**src/rtl/tpumac_pe.sv**
```systemverilog
// tpumac_pe: systolic-array MAC processing element with optional product pipeline and saturating accumulate
// Ports:
//   clk, rst_n      clock (rising edge) and asynchronous active-low reset
//   clr             synchronous clear of Cout, ovf, busy and vout
//   WrEn            load Cout <= Cin (preload / C shift chain)
//   en              operand valid: forward Ain/Bin and accumulate Ain*Bin
//   Ain, Bin        signed operands from west / north neighbours
//   Cin             signed preload / shift-in value for C
//   Aout, Bout      registered operands to east / south neighbours
//   vout            registered en, qualifies Aout/Bout
//   Cout            accumulator
//   ovf             sticky overflow (saturation or wrap)
//   busy            product stage holds an unaccumulated product
module tpumac_pe #(
  parameter int BITS_AB  = 8,
  parameter int BITS_C   = 16,
  parameter int PIPE_MUL = 1,
  parameter int SATURATE = 1
) (
  input  logic               clk,
  input  logic               rst_n,
  input  logic               clr,
  input  logic               WrEn,
  input  logic               en,
  input  logic [BITS_AB-1:0] Ain,
  input  logic [BITS_AB-1:0] Bin,
  input  logic [BITS_C-1:0]  Cin,
  output logic [BITS_AB-1:0] Aout,
  output logic [BITS_AB-1:0] Bout,
  output logic               vout,
  output logic [BITS_C-1:0]  Cout,
  output logic               ovf,
  output logic               busy
);
  localparam int PW = 2 * BITS_AB;
  localparam int SW = (PW > BITS_C ? PW : BITS_C) + 1;
  logic signed [PW-1:0] prod_c, prod_r, acc_in;
  logic signed [SW-1:0] sum;
  logic [SW-BITS_C:0]   top;
  logic                 acc_go, of;
  logic [BITS_C-1:0]    sat, nxt_c;
  always_comb begin
    prod_c = $signed(Ain) * $signed(Bin);
    acc_in = PIPE_MUL != 0 ? prod_r : prod_c;
    acc_go = PIPE_MUL != 0 ? busy : en;
    sum    = SW'($signed(Cout)) + SW'(acc_in);
    // the sum fits BITS_C exactly when every bit from the C sign bit upward agrees
    top    = sum[SW-1:BITS_C-1];
    of     = !(&top || !(|top));
    sat    = sum[SW-1] ? {1'b1, {(BITS_C-1){1'b0}}} : {1'b0, {(BITS_C-1){1'b1}}};
    nxt_c  = (of && SATURATE != 0) ? sat : sum[BITS_C-1:0];
  end
  always_ff @(posedge clk or negedge rst_n) begin
    if (!rst_n) begin
      Aout   <= '0;
      Bout   <= '0;
      vout   <= 1'b0;
      Cout   <= '0;
      ovf    <= 1'b0;
      busy   <= 1'b0;
      prod_r <= '0;
    end else if (clr) begin
      Cout <= '0;
      ovf  <= 1'b0;
      busy <= 1'b0;
      vout <= 1'b0;
    end else if (WrEn) begin
      Cout <= Cin;
      busy <= 1'b0;
      vout <= 1'b0;
    end else begin
      vout <= en;
      if (en) begin
        Aout <= Ain;
        Bout <= Bin;
      end
      if (acc_go) begin
        Cout <= nxt_c;
        if (of) ovf <= 1'b1;
      end
      // a pending product drains on this edge; a new one is captured only when en is high
      busy <= en && PIPE_MUL != 0;
      if (en && PIPE_MUL != 0) prod_r <= prod_c;
    end
  end
endmodule

```
**config.mk**
```make
export PLATFORM = sky130hd
export DESIGN_NAME = tpumac_pe
export DESIGN_NICKNAME = d
export VERILOG_FILES = /design/src/rtl/tpumac_pe.sv
export SDC_FILE = /design/constraint.sdc
export NUM_CORES = 1
export LEC_CHECK = 0
export BUFFER_PORTS_ARGS = -buffer_cell sky130_fd_sc_hd__buf_2
export CELL_PAD_IN_SITES_DETAIL_PLACEMENT = 1
export CELL_PAD_IN_SITES_GLOBAL_PLACEMENT = 1
export CORE_MARGIN = 5
export CORE_UTILIZATION = 46
export DETAILED_ROUTE_END_ITERATION = 6
export GPL_ROUTABILITY_DRIVEN = 0
export GPL_TIMING_DRIVEN = 1
export PLACE_DENSITY_LB_ADDON = 0.1
export REMOVE_ABC_BUFFERS = 1
export SLEW_MARGIN = 20
export SYNTH_ARGS = -nofsm -noshare
export SYNTH_HDL_FRONTEND = slang
export SYNTH_SLANG_ARGS = --single-unit
```
**constraint.sdc**
```tcl
create_clock -name clk -period 3.2 [get_ports clk]
set_clock_uncertainty 0.1 [all_clocks]
set_input_delay 0.32 -clock clk [delete_from_list [all_inputs] [get_ports clk]]
set_output_delay 0.32 -clock clk [all_outputs]
set_load 0.01 [all_outputs]
```
Word level (Yosys, flattened, before mapping)
Index checks and enable logic that the tools add are counted.

cells by class
  add/sub/neg operators = 1
  multipliers = 1
  equality and inequality tests = 2
  muxes and demuxes = 11
  bitwise logic cells = 2
  reduce and logical (&&, ||, !) cells = 8

operators with widths
  cell                                           number
  16-bit 2-to-1 mux                              5
  16-bit by 16-bit adder with 17-bit output      1
  8-bit by 8-bit multiplier with 16-bit output   1
  1-bit 2-to-1 mux                               6
  3-bit AND reduction                            2
  2-bit inequality test (second input constant)  2
  3-bit nonzero test                             1
  1-bit NOT                                      2
  2-bit AND reduction                            1
  2-bit nonzero test                             1
  2-bit OR reduction                             1
  1-bit zero test                                1
  1-bit logical OR                               1

word-level totals
  flip-flop bits (word level) = 50
  bits of input ports = 37
  output and inout port bits = 35

Logic depth before layout (Yosys ltp)
  depth after elaboration = 8
  mapped depth = 18

Worst setup path before layout
Ideal clock, no wire load.

  path kind = input -> register
  start point = input port Bin[2]
  end point = register prod_r[12], in the netlist acc_in[12]
  setup time = 0.069 ns
  data arrival time = 4.344 ns
  data required time = 3.031 ns
  slack = -1.313 ns
  stages on the path = 15
  buffers on the path = 1
  cells stage by stage = clkbuf_1 > nand2_1 > fa_1 > fa_1 > fa_1 > fa_1 > inv_1 > ha_1 > nor2b_1 > o21ai_0 > a21boi_0 > o21ai_0 > a21boi_0 > or4_1 > nand3_1

between the ends
  cells in the longest elaborated chain, start to end = 1

RTL lines
  element                                       line  source
  from (decl)                                   26    input logic [BITS_AB-1:0] Bin,
  8-bit by 8-bit multiplier with 16-bit output  43    prod_c = $signed(Ain) * $signed(Bin);
  to (signal assigned)                          83    if (en && PIPE_MUL != 0) prod_r <= prod_c;
  to (decl)                                     37    logic signed [PW-1:0] prod_c, prod_r, acc_in;

Every way passes these cells.
A chain may end at the register's enable or synchronous reset.

Final worst setup path
  start point = input port Ain[3]
  end point = register prod_r[12], in the netlist acc_in[12]

between the ends
  cells in the longest elaborated chain, start to end = 1

RTL lines
  element                                       line  source
  from (decl)                                   25    input logic [BITS_AB-1:0] Ain,
  8-bit by 8-bit multiplier with 16-bit output  43

Every way passes these cells.

==> flow_metrics.env <==
export IMPL_hold_viol=30
export IMPL_path_class="in -> reg"
export IMPL_route_antenna_remaining_nets=0
export IMPL_switching_share_pct=45.56
export IMPL_final_setup_worst_slack_ps=-931.8
export IMPL_use_met2_pct=52.51
export IMPL_status="finished, violations left"
export IMPL_cts_made_buffers=5
export IMPL_timing_rr_start="Cout[0]"
export IMPL_syn_avg_cell_area_um2=9.574
export IMPL_grt_usage_pct=26.77
export IMPL_drc_errors=0
export IMPL_clock_sinks=50
export IMPL_critPathSlowestCell="fa_1"
export IMPL_antennaDiodeCount=0
export IMPL_drtIter0Drc=243
export IMPL_grt_pass1_wl_um=29860
export IMPL_yosys_area_top_type="dfrtp_1"
export IMPL_tns_ps=-6124
export IMPL_wl_per_cell_um=23.94
export IMPL_final_setup_viol_count=10
export IMPL_rr_worst_depth=10
export IMPL_critPathMostFrequentCell="fa_1"
export IMPL_required_ps=3350
export IMPL_path_cells="buf_8 > buf_8 > nand2_4 > fa_1 > fa_1 > fa_1 > fa_1 > inv_2 > ha_4 > buf_4 > a21boi_4 > o21ai_4 > buf_6 > a21boi_4 > or4_1 > nand3_1"
export IMPL_layout_min_cycle_time_ps=4132
export IMPL_cp_data_arrival_time_ps=4280
export IMPL_ir_worst_vdd_mv=0.4117
export IMPL_start_util_pct=46.95
export IMPL_area_delta_synth_final_pct=36.73
export IMPL_drt_vias_per_instance=5.698
export IMPL_powerDensity_nw_per_um2=853.7
export IMPL_pin_count=72
export IMPL_muxShareOfSynthArea_pct=4.201
export IMPL_grt_pass1_vias=5595
export IMPL_grt_max_degree=34
export IMPL_p_leak_uw=0.003474
export IMPL_drive_gt1_share_pct=43.12
export IMPL_reg2reg_to="Cout[11]"
export IMPL_reg2reg_setup_slack_ps=200
export IMPL_synth_top_area_share_pct=23.34
export IMPL_antenna_found_initial=0
export IMPL_critPathMaxStageDelay_ps=590
export IMPL_dp_hpwl_um=12720
export IMPL_synth_xor_area_share_pct=4.574
export IMPL_p_switching_uw=2852
export IMPL_fmax_mhz=242.0
export IMPL_critPathMaxFanout=7
export IMPL_violations="hold timing, setup timing"
export IMPL_die_h_um=118.0
export IMPL_p_total_uw=6259
export IMPL_mappedNetlistArea_um2=5361
export IMPL_p_seq_share_pct=14.3
export IMPL_fillers=1238
export IMPL_end_kind="flop"
export IMPL_grt_overflow=0
export IMPL_met1_usage_pct=28.91
export IMPL_relSlewSlack_pct=47.89
export IMPL_synth_top_family_by_area="adder cells"
export IMPL_critPathLaunchType="input port"
export IMPL_whs_ps=-18.31
export IMPL_fp_dieW_um=118.0
export IMPL_worstHoldPathType="in -> async"
export IMPL_layout_nets=842
export IMPL_synth_ff_type="dfrtp_1"
export IMPL_yosysMostFrequentCell="inv_1"
export IMPL_internal_power_uw=3407
export IMPL_synth_seq_area_share_pct=23.34
export IMPL_ys_types=56
export IMPL_dieArea_um2=13910
export IMPL_clk_path_buf_depth=2
export IMPL_synth_edf_count=0
export IMPL_groute_layer_met3_usage_pct=4.085
export IMPL_register_area_um2=1251
export IMPL_clkTransAtPathRegs_ps=90
export IMPL_worst_slew_pin_slew_ps=781.6
export IMPL_clk_latency_ps=320
export IMPL_wl_um=20300
export IMPL_ys_top_cells_by_area="dfrtp_1, fa_1, ha_1"
export IMPL_rsz0062_at_grt="yes"
export IMPL_synthAdderAreaFrac_pct=33.19
export IMPL_core_area_um2=11420
export IMPL_ys_async_sr_fraction_pct=100.0
export IMPL_cts_max_level=2
export IMPL_vias=4832
export IMPL_synth_compound_area_share_pct=14.94
export IMPL_place_ws_ps=-1573
export IMPL_multiInputGateArea_um2=4223
export IMPL_fin_crit_sh_pct=129.1
export IMPL_postSynthCellCount=560
export IMPL_p_clk_share_pct=9.8
export IMPL_maxCapViolations=0
export IMPL_synth_top_cells_by_count="inv_1, fa_1, nand2_1"
export IMPL_finalMaxSlewViolations=0
export IMPL_cts_tree="yes"
export IMPL_numPortBuffers=71
export IMPL_cts_root_buffer="clkbuf_16"
export IMPL_synthSimpleGateAreaFrac_pct=12.00
export IMPL_grt_busiest_layer="met2"
export IMPL_synth_seq_cells=50
export IMPL_row_count=39
export IMPL_pwr_share_comb_pct=76.0
export IMPL_firstDrtPassIters=4
export IMPL_ys_warn_count=0
[logic make-up (layout without fill, tap and decap cells)]
logic type	after synthesis	count (layout)
AOI/OAI and AO/OA	114	114
buffers and inverters	107	252
xor gates and xnor gates	28	28
and+or+nand+nor	131	131
DFF	50	50
adders and majority gates	110	110
muxes	20	20
[worst max path at each step]
stage | startpoint | slack [ps] | cells after the start | endpoint
after floorplan | Bin[4] | -1070 | 14 | acc_in[15]
after global placement | Bin[2] | -1330 | 15 | acc_in[12]
after detailed placement | Bin[4] | -1570 | 15 | acc_in[12]
after CTS | Ain[3] | -680 | 20 | acc_in[14]
after global routing | Ain[3] | -940 | 16 | acc_in[12]
final | Ain[3] | -930 | 16 | acc_in[12]
[layer usage]
layer / routed length [um] / vias to the layer above / share of wire (%)
met5: 0 / - / 0
met4: 877 / 0 / 4.3
met1: 7304 / 2452 / 36
li1: - / 2152 / -
met2: 11210 / 174 / 55
met3: 902 / 54 / 4.4
[cell type report]
cell class / count / area share [%]
clock inverter: 3 / 0.3926
timing repair buffer: 156 / 16.25
sequential: 50 / 17.07
multi-input combinational: 403 / 57.60
inverter: 88 / 4.540
clock buffer: 5 / 1.707
tap: 143 / 2.441
[flip-flops by register name, summed over array words and instances, names as in the netlist]
signal  cells
acc_in     16
busy        1
Cout       16
Bout        8
Aout        8
ovf         1
[worst max-delay path: cells and delay by family]
family                   cells  cell delay [ps]
AND/OR/NAND/NOR              3              590
AO/OA/AOI/OAI                3              390
buffers and inverters        5              560
adder cells (fa/ha/maj)      5             2400
[through the flow]
| step | std cells | cell area [um^2] | hold slack [ps] | util [%] |
|---|---|---|---|---|
| floorplan | 541 | 5275 | -75.59 | - |
| global placement | 823 | 6322 | 342.9 | 55.37 |
| detailed placement | 823 | 6322 | 341.7 | 55.37 |
| CTS | 843 | 7153 | 1.834 | 62.65 |
| global route | 848 | 7331 | 37.89 | 64.20 |
| finish | 848 | 7331 | -18.31 | 64.20 |
[power groups by stage]
stage | registers, uW | logic [uW] | clock network (uW)
after global placement | 892 | 3120 | 0
after detailed placement | 905 | 3310 | 0
final | 894 | 4750 | 611
after CTS | 891 | 4200 | 617
after global routing | 914 | 5110 | 648
after floorplan | 899 | 2070 | 0
[repair_timing]
| action | 4_1_cts | 5_1_grt |
|---|---|---|
| endpoints found under the setup margin | 10 | 10 |
| hold buffers | 0 | 0 |
| setup buffers | 13 | 5 |
| resized for setup | 161 | 32 |
| pin swaps | 90 | 37 |
[placed cells by master, fill, tap and decap left out, types with 5 or more instances in the layout]
master     count
o22ai_1        7
clkbuf_16      5
xor2_1        13
inv_1         66
ha_1          26
a21oi_1       11
inv_2         20
nand2_1       38
and2_4        18
nor2_1        17
mux2_2        20
maj3_1         5
ha_4          17
a311o_1        5
buf_2         55
xnor2_1       14
buf_4         70
buf_6         20
o21ai_0       19
nand2_2       11
o21ai_1        9
nand3_1        5
a22oi_1       11
fa_1          47
and2_1        15
buf_8          6
dfrtp_1       50
nand2b_1       6
fa_2           9
Power figures use the tool's default switching activity.
